<file path="config.mk">
export PLATFORM = sky130hd
export DESIGN_NAME = window_3x3_gen
export DESIGN_NICKNAME = d
export VERILOG_FILES = /design/src/rtl/edge_pkg.sv /design/src/rtl/mem_bram.sv /design/src/rtl/window_3x3_gen.sv
export SDC_FILE = /design/constraint.sdc
export NUM_CORES = 2
export LEC_CHECK = 0
export CORE_MARGIN = 8
export CORE_UTILIZATION = 56
export CTS_BUF_LIST = sky130_fd_sc_hd__clkbuf_8 sky130_fd_sc_hd__clkbuf_16
export DETAILED_ROUTE_END_ITERATION = 8
export DONT_BUFFER_PORTS = 1
export GPL_ROUTABILITY_DRIVEN = 0
export GPL_TIMING_DRIVEN = 0
export PLACE_DENSITY = 0.79
export SYNTH_ARGS = -nofsm -noshare
export SYNTH_HDL_FRONTEND = slang
export SYNTH_HIERARCHICAL = 1
export SYNTH_SLANG_ARGS = --single-unit
export TNS_END_PERCENT = 100
</file>
<file path="constraint.sdc">
create_clock -name clk -period 6.9 [get_ports clk]
set_clock_uncertainty 0.1 [all_clocks]
set_input_delay 2.07 -clock clk [delete_from_list [all_inputs] [get_ports clk]]
set_output_delay 2.07 -clock clk [all_outputs]
set_load 0.02 [all_outputs]
</file>
<file path="src/rtl/edge_pkg.sv">
// rtl/edge_pkg.sv - shared pixel/frame constants and 3x3 window element indexing
package edge_pkg;

    localparam int PIX_W      = 12;
    localparam int IMG_WIDTH  = 128;
    localparam int IMG_HEIGHT = 128;

    // Bit offset of window element (r,k); r=0 is the oldest row, k=0 the leftmost column.
    function automatic int win_off(input int r, input int k, input int pix_w = PIX_W);
        return pix_w * (3 * r + k);
    endfunction

endpackage

</file>
<file path="src/rtl/mem_bram.sv">
// rtl/mem_bram.sv - simple dual-port block RAM with registered read and no reset on contents
module mem_bram #(
    parameter int BRAM_WIDTH = 12,
    parameter int BRAM_DEPTH = 128,
    localparam int ADDR_W    = $clog2(BRAM_DEPTH)
) (
    input  logic                  wr_clk,
    input  logic                  wr_port_en,
    input  logic                  i_wr,
    input  logic [ADDR_W-1:0]     wr_addr,
    input  logic [BRAM_WIDTH-1:0] wr_data,
    input  logic                  rd_clk,
    input  logic                  rd_port_en,
    input  logic [ADDR_W-1:0]     rd_addr,
    output logic [BRAM_WIDTH-1:0] rd_data
);

    logic [BRAM_WIDTH-1:0] mem [BRAM_DEPTH];

    always_ff @(posedge wr_clk) begin
        if (wr_port_en && i_wr) begin
            mem[wr_addr] <= wr_data;
        end
    end

    // Read data holds while the read port is disabled.
    always_ff @(posedge rd_clk) begin
        if (rd_port_en) begin
            rd_data <= mem[rd_addr];
        end
    end

endmodule

</file>
<file path="src/rtl/window_3x3_gen.sv">
// rtl/window_3x3_gen.sv - streaming 3x3 neighbourhood generator over two line buffers
module window_3x3_gen #(
    parameter int PIX_W      = edge_pkg::PIX_W,
    parameter int IMG_WIDTH  = edge_pkg::IMG_WIDTH,
    parameter int IMG_HEIGHT = edge_pkg::IMG_HEIGHT,
    localparam int COL_W     = $clog2(IMG_WIDTH),
    localparam int ROW_W     = $clog2(IMG_HEIGHT)
) (
    input  logic               clk,
    input  logic               rst,
    input  logic               i_valid,
    input  logic [PIX_W-1:0]   i_pixel,
    input  logic               i_sof,
    output logic               o_valid,
    output logic [9*PIX_W-1:0] o_window,
    output logic [ROW_W-1:0]   o_row,
    output logic [COL_W-1:0]   o_col,
    output logic               o_frame_done
);

    import edge_pkg::win_off;

    localparam logic [COL_W-1:0] COL_MAX = COL_W'(IMG_WIDTH - 1);
    localparam logic [ROW_W-1:0] ROW_MAX = ROW_W'(IMG_HEIGHT - 1);

    logic [COL_W-1:0] col, cur_col, s1_col;
    logic [ROW_W-1:0] row, cur_row, s1_row;
    logic             s1_valid;
    logic [PIX_W-1:0] s1_pixel;
    logic [PIX_W-1:0] lb0_rd, lb1_rd;
    logic [PIX_W-1:0] win [3][3];

    // A start-of-frame pixel is (0,0) regardless of where the counters were.
    always_comb begin
        cur_col = i_sof ? '0 : col;
        cur_row = i_sof ? '0 : row;
    end

    always_ff @(posedge clk or posedge rst) begin
        if (rst) begin
            col <= '0;
            row <= '0;
        end else if (i_valid) begin
            if (cur_col == COL_MAX) begin
                col <= '0;
                row <= (cur_row == ROW_MAX) ? '0 : cur_row + ROW_W'(1);
            end else begin
                col <= cur_col + COL_W'(1);
                row <= cur_row;
            end
        end
    end

    always_ff @(posedge clk or posedge rst) begin
        if (rst) begin
            s1_valid <= 1'b0;
            s1_pixel <= '0;
            s1_col   <= '0;
            s1_row   <= '0;
        end else begin
            s1_valid <= i_valid;
            if (i_valid) begin
                s1_pixel <= i_pixel;
                s1_col   <= cur_col;
                s1_row   <= cur_row;
            end
        end
    end

    // Writes land one cycle after the read of the same column, so ports never collide.
    mem_bram #(.BRAM_WIDTH(PIX_W), .BRAM_DEPTH(IMG_WIDTH)) u_lb0 (
        .wr_clk     (clk),
        .wr_port_en (s1_valid),
        .i_wr       (s1_valid),
        .wr_addr    (s1_col),
        .wr_data    (s1_pixel),
        .rd_clk     (clk),
        .rd_port_en (i_valid),
        .rd_addr    (cur_col),
        .rd_data    (lb0_rd)
    );

    mem_bram #(.BRAM_WIDTH(PIX_W), .BRAM_DEPTH(IMG_WIDTH)) u_lb1 (
        .wr_clk     (clk),
        .wr_port_en (s1_valid),
        .i_wr       (s1_valid),
        .wr_addr    (s1_col),
        .wr_data    (lb0_rd),
        .rd_clk     (clk),
        .rd_port_en (i_valid),
        .rd_addr    (cur_col),
        .rd_data    (lb1_rd)
    );

    always_ff @(posedge clk or posedge rst) begin
        if (rst) begin
            for (int r = 0; r < 3; r++) begin
                for (int k = 0; k < 3; k++) begin
                    win[r][k] <= '0;
                end
            end
            o_valid      <= 1'b0;
            o_frame_done <= 1'b0;
            o_row        <= '0;
            o_col        <= '0;
        end else begin
            o_valid      <= s1_valid && (s1_row >= ROW_W'(2)) && (s1_col >= COL_W'(2));
            o_frame_done <= s1_valid && (s1_row == ROW_MAX) && (s1_col == COL_MAX);
            if (s1_valid) begin
                for (int r = 0; r < 3; r++) begin
                    win[r][0] <= win[r][1];
                    win[r][1] <= win[r][2];
                end
                win[0][2] <= lb1_rd;
                win[1][2] <= lb0_rd;
                win[2][2] <= s1_pixel;
                o_row     <= s1_row - ROW_W'(1);
                o_col     <= s1_col - COL_W'(1);
            end
        end
    end

    always_comb begin
        o_window = '0;
        for (int r = 0; r < 3; r++) begin
            for (int k = 0; k < 3; k++) begin
                o_window[win_off(r, k, PIX_W) +: PIX_W] = win[r][k];
            end
        end
    end

endmodule

</file>
==> flow_metrics.env <==
export IMPL_clk_latency_ns=0.97
export IMPL_post_cts_buffers=0
export IMPL_startpoint_type="input pin"
export IMPL_cp_data_arrival_time_ns=7.09
export IMPL_initial_core_util=0.5633
export IMPL_grt_start_max_net_pins=99
export IMPL_fin_nets=5616
export IMPL_rsz0062_at_grt="no"
export IMPL_yosysSeqAreaShare=0.7754
export IMPL_portBuffers=0
export IMPL_cp_end_kind="flip-flop"
export IMPL_path_cells="nand2b_1 > inv_1 > clkbuf_1 > clkbuf_1 > buf_1 > mux4_2 > mux4_2 > mux4_2 > mux2_2"
export IMPL_hold_path_endpoint="o_window[29]"
export IMPL_route_detailed_drc=1
export IMPL_overflow=0
export IMPL_dp_slack_ns=-0.3639
export IMPL_fin_crit_sh=0.9447
export IMPL_cts_root_buffer="clkbuf_16"
export IMPL_crit_path_max_incr_delay_ns=1.16
export IMPL_post_cts_resized=0
export IMPL_r2r_start="col[2]"
export IMPL_drive_above_1_share=0.3150
export IMPL_postSynthNetCount=5215
export IMPL_worst_hold_slack_ns=0.3744
export IMPL_wl_per_cell_um=41.89
export IMPL_clkTransAtPathRegs_ns=0.07
export IMPL_postPlaceCellArea_um2=131000
export IMPL_mappedNetlistArea_um2=125200
export IMPL_design_area_um2=141000
export IMPL_worstHoldPathCells=1
export IMPL_crit_type="input pin to flip-flop"
export IMPL_report_power_total_uw=42740
export IMPL_cts_tree="yes"
export IMPL_worstMarginPinSlew_ns=1.719
export IMPL_setup_viol=0
export IMPL_die_area_um2=239000
export IMPL_layout_commonest_cell="edfxtp_1"
export IMPL_grt_usage=0.3059
export IMPL_ys_types=53
export IMPL_drt_total_wl_um=369500
export IMPL_via_per_inst=7.413
export IMPL_dp_cells=8241
export IMPL_clock_fmax_ghz=0.1534
export IMPL_fin_cells=8821
export IMPL_setup_ws_ns=0.3817
export IMPL_worstHoldStart="u_lb1/rd_data[5]"
export IMPL_antenna_found_initial=48
export IMPL_min_path_type="flip-flop to flip-flop"
export IMPL_power_density_nw_per_um2=303.1
export IMPL_dominantRegCellSynth="edfxtp_1"
export IMPL_rows=173
export IMPL_required_ns=7.47
export IMPL_violations="design-rule violations, max-capacitance violations, max-slew violations"
export IMPL_grt_pass1_vias=64920
export IMPL_area_growth_pct=12.61
export IMPL_hold_buffers=0
export IMPL_synth_edf_count=3096
export IMPL_ant_nets=0
export IMPL_clk_path_buf_depth=4
export IMPL_clock_sinks=3261
export IMPL_h_tree_depth=5
export IMPL_r2r_end="u_lb1/rd_data[11]"
export IMPL_fp_dieW_um=488.9
export IMPL_ys_ff_latch=3261
export IMPL_worst_path_max_fanout=10
export IMPL_r2r_cells=9
export IMPL_slew_violations=176
export IMPL_reg2reg_slack_ns=1.06
export IMPL_vias=65390
export IMPL_grt_pass1_wl_um=512700
export IMPL_core_um2=222300
export IMPL_fin_crit_ns=6.518
export IMPL_firstDrtPassIters=9
export IMPL_die_h_um=488.9
export IMPL_critPathSlowestCell="clkbuf_1"
export IMPL_cts_buffers=312
export IMPL_ir_drop_v=0.0002001
export IMPL_run_status="finished, violations left"
export IMPL_timing_slew_headroom=-0.1460
export IMPL_final_cell_mix="edfxtp_1 (3,096), mux4_2 (1,008), clkbuf_16 (322), nor2_1 (272), mux2_2 (152)"
export IMPL_io_pins=140
export IMPL_syn_area_per_cell_um2=24.12
export IMPL_first_iter_violations=11850
export IMPL_async_flop_share=0.05060
export IMPL_final_hold_viol_count=0
export IMPL_leakagePower_uw=0.04322
export IMPL_yosysWarningCount=6
export IMPL_post_dp_hpwl_um=207900
export IMPL_synthCells=5191
export IMPL_cpMostUsedCell="mux4_2"
export IMPL_cap_violations=19
[critical path, delay by kind of cell]
family	cells	cell delay, ns
buf+inv	4	2.73
mux	4	2.04
simple gates	1	0.19
[cells in the mapped netlist (3+ instances only)]
cell type / number / area, um2
inv_1: 15 / 56.30
a32o_1: 3 / 30.03
nand2_1: 38 / 142.6
xnor2_1: 9 / 78.83
o31ai_1: 4 / 30.03
nand4b_1: 6 / 52.55
buf_2: 76 / 380.4
buf_6: 6 / 67.56
clkbuf_1: 139 / 521.8
a22o_1: 4 / 35.03
or3b_2: 4 / 35.03
buf_4: 26 / 195.2
edfxtp_1: 3096 / 92970
nor4_1: 4 / 25.02
mux2_2: 152 / 1712
nor2_1: 279 / 1047
mux4_2: 1008 / 22700
dfrtp_1: 165 / 4129
o22ai_1: 3 / 18.77
ha_1: 8 / 100.1
o21ai_0: 11 / 55.05
nor3_1: 4 / 20.02
nand3b_1: 8 / 60.06
nand3_1: 21 / 105.1
nand4_1: 10 / 62.56
a21oi_1: 10 / 50.05
nor2b_1: 15 / 93.84
buf_1: 29 / 108.9
nand2b_1: 3 / 18.77
[metal layers]
layer  GRT usage  part of all wire  vias up  wire, um
li1            -                 -    22990         -
met4      0.1394             0.061       38     22390
met5           0           0.00067        -       249
met1      0.3906              0.31    33850    115700
met3      0.1096              0.16     1474     59250
met2      0.4775              0.47     7035    171900
[final cells by class]
class,instances,area (um2)
clock buffer,328,8140
timing repair buffer,87,2116
multi-input combinational,1637,26800
antenna,31,77.57
sequential,3261,97150
fill,12830,81300
inverter,17,71.32
clock inverter,209,1649
buffer,276,1280
tap,2975,3722
[power breakdown]
part / switching [uW] / leakage [uW] / internal (uW) / total [uW]
logic: 1880 / 0.00842 / 1250 / 3130
registers: 562 / 0.0298 / 22100 / 22700
clock network: 7390 / 0.00500 / 9510 / 16900
[per-stage QoR]
step / utilization / setup TNS [ns]
2_1_floorplan: - / 0
3_3_place_gp: 0.5800 / -245.06
3_5_place_dp: 0.5893 / -4.568
4_1_cts: 0.6333 / 0
5_1_grt: 0.6340 / 0
6_report: 0.6343 / 0
[kinds of logic after synthesis]
kind of cell | after synthesis | synth area share
fa+ha+maj | 8 | 0.0007994
compound gates | 48 | 0.002588
xor+xnor | 10 | 0.0006995
simple gates | 409 | 0.01467
flops | 3261 | 0.7754
mux | 1162 | 0.1951
buf+inv | 293 | 0.01068
[registers in the layout (all words and copies together), names as in the netlist]
name	flops
s1_valid	1
s1_col	7
o_row	7
u_lb0/rd_data	12
u_lb1/mem	1536
u_lb0/mem	1536
o_frame_done	1
row	7
o_window	108
s1_pixel	12
s1_row	7
o_col	7
col	7
o_valid	1
u_lb1/rd_data	12
[worst max-delay path by stage]
stage               start                 to  slack (ns)  cells after the start
global placement      rst       o_window[34]       -1.50                      1
CTS                 i_sof   u_lb0/rd_data[0]        0.46                      8
floorplan             rst             col[0]        0.27                      1
finish              i_sof  u_lb1/rd_data[11]        0.38                      9
global route        i_sof  u_lb1/rd_data[11]        0.55                      9
detailed placement  i_sof   u_lb0/rd_data[7]       -0.36                      8
Note: power is estimated with default switching activity, not from simulation.
